`config.mk`:
```
export PLATFORM = sky130hd
export DESIGN_NAME = apb_slave_mem
export DESIGN_NICKNAME = d
export VERILOG_FILES = /design/src/rtl/apb_slave_mem.sv
export SDC_FILE = /design/constraint.sdc
export NUM_CORES = 1
export LEC_CHECK = 0
export BUFFER_PORTS_ARGS = -buffer_cell sky130_fd_sc_hd__buf_2
export CORE_MARGIN = 10
export CORE_UTILIZATION = 45
export CTS_BUF_LIST = sky130_fd_sc_hd__clkbuf_16
export DETAILED_ROUTE_END_ITERATION = 16
export MAX_ROUTING_LAYER = met4
export SYNTH_ARGS = -nofsm -noshare
export SYNTH_HDL_FRONTEND = slang
export SYNTH_SLANG_ARGS = --single-unit
```
`constraint.sdc`:
```
create_clock -name Hclk -period 2.75 [get_ports Hclk]
set_input_delay 0 -clock Hclk [delete_from_list [all_inputs] [get_ports Hclk]]
set_output_delay 0 -clock Hclk [all_outputs]
set_load 0.03 [all_outputs]
```
`src/rtl/apb_slave_mem.sv`:
```
// APB completer with a 16-word register window: words 0-14 read/write, word 15 a read-only ID.
// Fixed wait-state insertion, registered response, error on miss/misalignment/ID write.
module apb_slave_mem #(
  parameter int          SEL_BIT     = 0,
  parameter logic [31:0] BASE_ADDR   = 32'h8000_0000,
  parameter int          WAIT_STATES = 1,
  parameter logic [31:0] ID_VALUE    = 32'hA5B2_0014
) (
  input  logic        Hclk,
  input  logic        Hreset,
  input  logic [2:0]  Pselx,
  input  logic        Penable,
  input  logic        Pwrite,
  input  logic [31:0] Paddr,
  input  logic [31:0] Pwdata,
  output logic [31:0] Prdata,
  output logic        Pready,
  output logic        Pslverr,
  output logic [1:0]  dbg_state
);

  // Handshake: a transfer is a setup cycle (sel=1, Penable=0) followed by access cycles
  // (sel=1, Penable=1); it completes in the single cycle where Pready=1, and Pslverr/Prdata
  // are meaningful only in that cycle. Dropping sel or Penable before completion aborts it.
  typedef enum logic [1:0] {
    S_IDLE = 2'd0,
    S_WAIT = 2'd1,
    S_DONE = 2'd2
  } state_t;

  state_t      state, state_next;
  logic        sel;
  logic        load;
  logic        enter_done;
  logic [2:0]  cnt;
  logic [31:0] addr_q;
  logic        write_q;
  logic [31:0] wdata_q;
  logic [31:0] mem [16];

  logic [31:0] eff_addr;
  logic        eff_write;
  logic [3:0]  eff_idx;
  logic        eff_err;
  logic [31:0] word_val;
  logic        unused_sel;

  assign sel        = Pselx[SEL_BIT];
  assign unused_sel = ^Pselx;
  assign dbg_state  = state;

  // With zero wait states DONE is entered on the setup edge itself, so decode the live bus there.
  assign eff_addr  = (state == S_IDLE) ? Paddr  : addr_q;
  assign eff_write = (state == S_IDLE) ? Pwrite : write_q;
  assign eff_idx   = eff_addr[5:2];
  assign eff_err   = (eff_addr[31:6] != BASE_ADDR[31:6]) || (eff_addr[1:0] != 2'b00) ||
                     (eff_write && (eff_idx == 4'd15));
  assign word_val  = (eff_idx == 4'd15) ? ID_VALUE : mem[eff_idx];

  always_ff @(posedge Hclk) begin
    if (Hreset) state <= S_IDLE;
    else        state <= state_next;
  end

  always_comb begin
    state_next = state;
    load       = 1'b0;
    enter_done = 1'b0;
    case (state)
      S_IDLE: begin
        if (sel && !Penable) begin
          load = 1'b1;
          if (WAIT_STATES == 0) begin
            state_next = S_DONE;
            enter_done = 1'b1;
          end else begin
            state_next = S_WAIT;
          end
        end
      end
      S_WAIT: begin
        if (sel && Penable) begin
          if (cnt == 3'd1) begin
            state_next = S_DONE;
            enter_done = 1'b1;
          end
        end else begin
          state_next = S_IDLE;
        end
      end
      S_DONE:  state_next = S_IDLE;
      default: state_next = S_IDLE;
    endcase
  end

  always_ff @(posedge Hclk) begin
    if (Hreset) begin
      cnt     <= 3'd0;
      addr_q  <= 32'd0;
      write_q <= 1'b0;
      wdata_q <= 32'd0;
      Prdata  <= 32'd0;
      Pready  <= 1'b0;
      Pslverr <= 1'b0;
      for (int i = 0; i < 16; i++) mem[i] <= 32'd0;
    end else begin
      if (load) begin
        addr_q  <= Paddr;
        write_q <= Pwrite;
        wdata_q <= Pwdata;
        cnt     <= 3'(WAIT_STATES);
      end else if (state == S_WAIT && sel && Penable) begin
        cnt <= cnt - 3'd1;
      end

      if (enter_done) begin
        Pready  <= 1'b1;
        Pslverr <= eff_err;
        Prdata  <= (!eff_write && !eff_err) ? word_val : 32'd0;
      end else begin
        Pready  <= 1'b0;
        Pslverr <= 1'b0;
        Prdata  <= 32'd0;
      end

      // Pslverr still holds this transfer's error flag while in DONE.
      if (state == S_DONE && write_q && !Pslverr) mem[addr_q[5:2]] <= wdata_q;
    end
  end

endmodule

```
==> results of run 1 <==
[layout make-up]
type                            instances  area [um2]  area share
Sequential cell                       606       17200       0.522
Multi-Input combinational cell       1623       10100       0.306
Timing Repair Buffer                  282        2460      0.0749
Clock buffer                           71        1780      0.0540
Tap cell                              837        1050      0.0318
Clock inverter                         50         338      0.0103
Inverter                                7        26.3    0.000799
[layout by cell type, fill, tap and decap left out, types with 19 or more instances in the layout]
master,synthesis,routed
and2_1,504,504
edfxtp_1,502,502
a21oi_1,181,181
o21ai_0,140,140
nand2_1,136,136
nand3_1,120,120
mux2i_1,107,106
buf_2,47,104
dfxtp_1,104,103
dlygate4sd3_1,0,89
clkbuf_16,0,71
buf_4,5,57
a211oi_1,55,55
nor2_1,59,50
and3_1,49,49
or4_1,34,34
o21ai_1,32,30
buf_12,0,30
inv_1,7,24
a31oi_1,25,23
o32ai_1,21,21
o221ai_1,19,19
[synthesized netlist by cell type (3+ instances only)]
cell type	instances
a211oi_1	55
a21oi_1	181
a22o_1	9
a31oi_1	25
a41oi_1	10
and2_1	504
and3_1	49
buf_1	4
buf_2	47
buf_4	5
buf_6	3
clkbuf_1	178
dfxtp_1	104
edfxtp_1	502
inv_1	7
mux2_2	13
mux2i_1	107
nand2_1	136
nand2b_1	4
nand3_1	120
nor2_1	59
nor2b_1	10
nor3_1	3
nor3_2	4
nor3b_1	4
nor4_1	13
nor4b_1	6
o21ai_0	140
o21ai_1	32
o221ai_1	19
o22ai_1	12
o32ai_1	21
or2_2	16
or4_1	34
[kinds of logic (layout without fill, tap and decap cells)]
group / after synthesis / in the layout / share of synthesized area
and+or+nand+nor: 975 / 975 / 0.198
xor gates and xnor gates: 2 / 2 / 0.000623
buffers and inverters: 244 / 410 / 0.0361
adders and majority gates: 2 / 2 / 0.000889
muxes: 120 / 120 / 0.0433
AOI/OAI and AO/OA: 524 / 524 / 0.111
DFF: 606 / 606 / 0.610
[power groups by stage]
stage          logic, uW  registers, uW  clock network [uW]
2_1_floorplan        902          10500                   0
3_3_place_gp        1430          10600                   0
3_5_place_dp        1450          10600                   0
4_1_cts             1550          10400                8790
5_1_grt             1680          10500                9150
6_report            1560          10400                8680
[metal layers]
| layer | vias up | share of wire |
|---|---|---|
| li1 | 9189 | - |
| met5 | - | 0 |
| met2 | 744 | 0.47 |
| met4 | 0 | 0.019 |
| met3 | 128 | 0.070 |
| met1 | 10100 | 0.44 |
[path summary, 6_finish.rpt]
check	to	depth (start not counted)	startpoint	slack, ns
setup / recovery	write_q$_SDFFE_PP0P_	7	dbg_state[0]$_SDFFE_PP0P_	0.20
hold / removal	wdata_q[23]$_SDFFE_PP0P_	4	Pwdata[23]	0.18
setup reg to reg	write_q$_SDFFE_PP0P_	7	dbg_state[0]$_SDFFE_PP0P_	0.20
hold reg to reg	addr_q[31]$_SDFFE_PP0P_	2	addr_q[31]$_SDFFE_PP0P_	0.45
[what timing repair did]
action                                  in CTS  in global routing
hold buffers                                89                  0
resized for setup                            0                  4
endpoints found under the setup margin       0                 13
hold endpoints to repair                    70                  0
[through the flow]
step	hold slack, ns	setup slack [ns]	area, um2
2_1_floorplan	0.136	0.263	28100
3_3_place_gp	0.243	0.166	29900
3_5_place_dp	0.248	0.0844	29900
4_1_cts	0.159	0.0704	32900
5_1_grt	0.184	0.0147	32900
6_report	0.182	0.201	32900
[state kept, by name, summed over array words and instances, names as in the netlist]
| signal | cells |
|---|---|
| Prdata | 32 |
| Pready | 1 |
| Pslverr | 1 |
| addr_q | 32 |
| cnt | 3 |
| dbg_state | 2 |
| mem | 502 |
| wdata_q | 32 |
| write_q | 1 |
[worst max-delay path, cell delays in order, from the launching register on]
cell and delay, ns:
dfxtp_1 0.38, or2_2 0.43, buf_12 0.23, nor3b_2 0.26
clkbuf_8 0.36, nand2_1 0.09, a21oi_1 0.13, dlygate4sd3_1 0.57
==> qor.yml, run 1 <==
detailed_routing:
  via_per_inst: 5.80
  wl_um: 80700
  drtIter0Drc: 1899
  num_vias: 20200
  firstDrtPassIters: 5
  drc: 0
  wl_per_cell_um: 23.2
  ant_nets: 0
synth:
  synth-edff-count: 502
  ys_seq_elements: 606
  yosysWarnings: 0
  synth_cells: 2473
  synth_area_um2: 28100
  synth_top_area_frac: 0.536
  syn_nets: 2546
  syn-mean-instance-area_um2: 11.4
  synth_area_leader_cell: "edfxtp_1"
  postSynth.asyncResetShare: 0
  synth_flop_cell: "edfxtp_1"
  ys_types: 62
  ys_top_cells_by_area: "edfxtp_1 (54%), and2_1 (11%), dfxtp_1 (7.4%)"
  yosysSeqAreaShare: 0.610
layout:
  drive_gt1_frac: 0.133
  final_util: 0.532
  final_cell_count_no_fill: 3476
  antenna_cells: 0
  nets: 2660
  fillers: 5226
  syn2layout_area_growth_pct: 16.9
power_and_ir_drop:
  p_leak_uw: 0.0119
  total_power_uw: 20700
  p_comb_frac: 0.075
  power_frac_seq: 0.504
  clock_power_share: 0.420
  power_density_nw_per_um2: 628
  ir_drop_mv: 0.509
  sw_frac_of_total: 0.238
  switchingPower_uw: 4910
  cellInternalPower_uw: 15800
min_path:
  hold_class: "input pin to flip-flop"
critical_path:
  crit_required_ns: 3.30
  cp-end-kind: "flip-flop"
  path_max_fanout: 48
  worstPathArrival_ns: 3.10
  cp-start-kind: "flip-flop"
  critPathKind: "flip-flop to flip-flop"
timing:
  slew_headroom: 0.372
  grt_setup_unrepaired: "no"
  finalMaxSlewViolations: 0
  fmax_mhz: 392
  fin_crit_sh: 0.927
  skew_ns: 0.0166
  worst_pin_slew_ns: 0.936
  hold_violations: 0
  finalCriticalPeriod_ns: 2.55
  setup_viol: 0
  fin_setup_tns_ns: 0
status:
  status: "finished, final reports clean"
placement:
  gp_congestion: 0.851
  numPlacedInstances: 3266
  dp_hpwl_um: 48100
  io_buffer_count: 104
global_routing:
  grt_max_degree: 95
  grt_antenna_before_repair: 2
  track_usage: 0.221
  grtUsageMet1: 0.297
  globalRouteOverflowTotal: 0
  grt_pass1_wl_um: 122000
  grtUsageMet2: 0.345
  grt_pass1_vias: 20000
  grt-busiest-layer: "met2"
  met3_usage: 0.0354
cts:
  cts_root_buf: "clkbuf_16"
  cts-htree-levels: 3
  cts_buffers: 67
  cts.sinks: 606
  cts_setup_buffers: 0
  clock_latency_ns: 0.61
  clkTransAtPathRegs_ns: 0.06
  cts_tree: "built"
  clock_path_buffers: 3
die:
  die_y_um: 270
  fp.dieW_um: 270
  die-area_um2: 72900
  initial_core_util: 0.455
  rows: 91
  ios: 107
  core_um2: 61800
flow_run:
  maxCapViolCount: 0
(Power assumes the default switching activity.)
==> run 2: changes to the inputs <==
--- a/config.mk
+++ b/config.mk
@@ -7,10 +7,11 @@
 export LEC_CHECK = 0
 export BUFFER_PORTS_ARGS = -buffer_cell sky130_fd_sc_hd__buf_2
 export CORE_MARGIN = 10
-export CORE_UTILIZATION = 45
+export CORE_UTILIZATION = 60
 export CTS_BUF_LIST = sky130_fd_sc_hd__clkbuf_16
 export DETAILED_ROUTE_END_ITERATION = 16
 export MAX_ROUTING_LAYER = met4
+export PLACE_DENSITY = 0.78
 export SYNTH_ARGS = -nofsm -noshare
 export SYNTH_HDL_FRONTEND = slang
 export SYNTH_SLANG_ARGS = --single-unit
==> run 2 against run 1 <==
Final area down 0.28%. Core utilization grew 17 points. Sequential share of layout area grew 0.15 points. Fmax is 1.3% lower. Global-route usage is 7.1 points higher. Largest cell class unchanged.
==> qor.yml, run 2 (synthesized netlist as in run 1, its figures left out) <==
status:
  status: "finished, final reports clean"
critical_path:
  worstPathArrival_ns: 3.12
  cp_slowest_stage_delay_ns: 0.57
  crit_required_ns: 3.28
  path_max_fanout: 11
  worst-path-buf-inv: 0
  cp-end-kind: "flip-flop"
  critPathKind: "flip-flop to flip-flop"
  crit_family: "simple AND/OR/NAND/NOR gates"
  worst_path_max_delay_cell: "dfxtp_1"
  cp_cell_sequence: "nand2b_1 -> o21ai_1 -> nor2b_1 -> or4_1 -> a41oi_1"
  cp-start-kind: "flip-flop"
placement:
  pre_cts_ws_ns: 0.256
  dp_hpwl_um: 45000
  gp_congestion: 0.908
  io_buffer_count: 104
  placed_cell_area_um2: 29500
global_routing:
  grtUsageMet2: 0.487
  grt_pass1_wl_um: 124000
  grt-busiest-layer: "met2"
  grtUsageMet1: 0.341
  grt_max_degree: 95
  track_usage: 0.292
  met3_usage: 0.0413
  grt_pass1_vias: 21300
  grt_antenna_before_repair: 5
  globalRouteOverflowTotal: 0
timing:
  setup_viol: 0
  fin_crit_sh: 0.940
  whs_ns: 0.126
  fin_setup_tns_ns: 0
  worst_pin_slew_ns: 0.913
  slew_headroom: 0.388
  finalMaxSlewViolations: 0
  hold_violations: 0
  layout_setup_ws_ns: 0.166
  fmax_mhz: 387
  grt_setup_unrepaired: "no"
  skew_ns: 0.0277
  finalCriticalPeriod_ns: 2.58
die:
  rows: 79
  ios: 107
  fp.dieW_um: 237
  die_y_um: 237
  initial_core_util: 0.606
  core_um2: 46500
  die-area_um2: 56000
detailed_routing:
  via_per_inst: 6.42
  ant_nets: 0
  wl_per_cell_um: 24.9
  drtIter0Drc: 2345
  num_vias: 21100
  drc: 0
  wl_um: 81600
  firstDrtPassIters: 6
cts:
  clkTransAtPathRegs_ns: 0.06
  cts.sinks: 606
  clock_path_buffers: 3
  cts_buffers: 60
  cts_setup_buffers: 0
  cts-htree-levels: 2
  cts_tree: "built"
  cts_root_buf: "clkbuf_16"
  clock_latency_ns: 0.65
layout:
  nets: 2690
  fillers: 3173
  final_cell_area_um2: 32800
  multi_input_area_um2: 10100
  largest_register: "mem"
  layout_common_cells: "and2_1 (504), edfxtp_1 (502), a21oi_1 (181)"
  seq_area_um2: 17200
  largest_reg_flops: 502
  layout_commonest_cell: "and2_1"
  syn2layout_area_growth_pct: 16.6
  drive_gt1_frac: 0.127
power_and_ir_drop:
  power_density_nw_per_um2: 622
  p_leak_uw: 0.0119
  total_power_uw: 20400
  ir_drop_mv: 0.866
min_path:
  hold_class: "input pin to flip-flop"
flow_run:
  maxCapViolCount: 0
[run 2: changes by cell type in the layout (fill, tap and decap cells not counted), sizes merged]
cell | before | now
clkinv | 18 | 19
diode | 0 | 6
clkbuf | 72 | 61
bufinv | 3 | 9
buf | 192 | 188
clkinvlp | 4 | 5
dlygate4sd3 | 89 | 131
inv | 32 | 25
[run 2: metrics by stage]
stage / instances / utilization
floorplan: 2473 / -
global placement: 3031 / 0.634
global route: 3280 / 0.706
finish: 3280 / 0.706
detailed placement: 3031 / 0.634
CTS: 3275 / 0.706
[run 2: layout make-up]
class | instances | share of cell area
sequential | 606 | 0.523
antenna | 6 | 0.000458
clock inverter | 51 | 0.0141
clock buffer | 61 | 0.0465
multi-input combinational | 1623 | 0.307
inverter | 7 | 0.000801
timing repair buffer | 319 | 0.0842
tap | 607 | 0.0232
[run 2: timing repair]
item,CTS,global route
endpoints found under the hold margin,73,0
hold buffers,132,0
setup endpoints to repair,0,32
gates resized for setup,0,2
[run 2: path summary, 6_finish.rpt]
path         slack, ns  cells after the start                        to                    start
min               0.13                      3  wdata_q[30]$_SDFFE_PP0P_                   Hreset
max reg2reg       0.17                      5     Prdata[21]$_SDFF_PP0_   addr_q[2]$_SDFFE_PP0P_
max               0.17                      5     Prdata[21]$_SDFF_PP0_   addr_q[2]$_SDFFE_PP0P_
min reg2reg       0.47                      2   addr_q[26]$_SDFFE_PP0P_  addr_q[26]$_SDFFE_PP0P_
[run 2: worst min-delay path, delay by kind of cell]
family	cells	cell delay (ns)
buf+inv	2	0.51
compound gates	1	0.21
[run 2: power breakdown]
part / switching (uW) / leakage [uW] / internal [uW]
Clock: 3560 / 0.00103 / 4840
Combinational: 991 / 0.00482 / 589
Sequential: 220 / 0.00603 / 10200
[run 2: layer usage]
metal,up-vias,wire (um)
li1,9257,-
met1,10300,29500
met2,1184,41000
met3,317,6630
met4,0,4360
met5,-,0
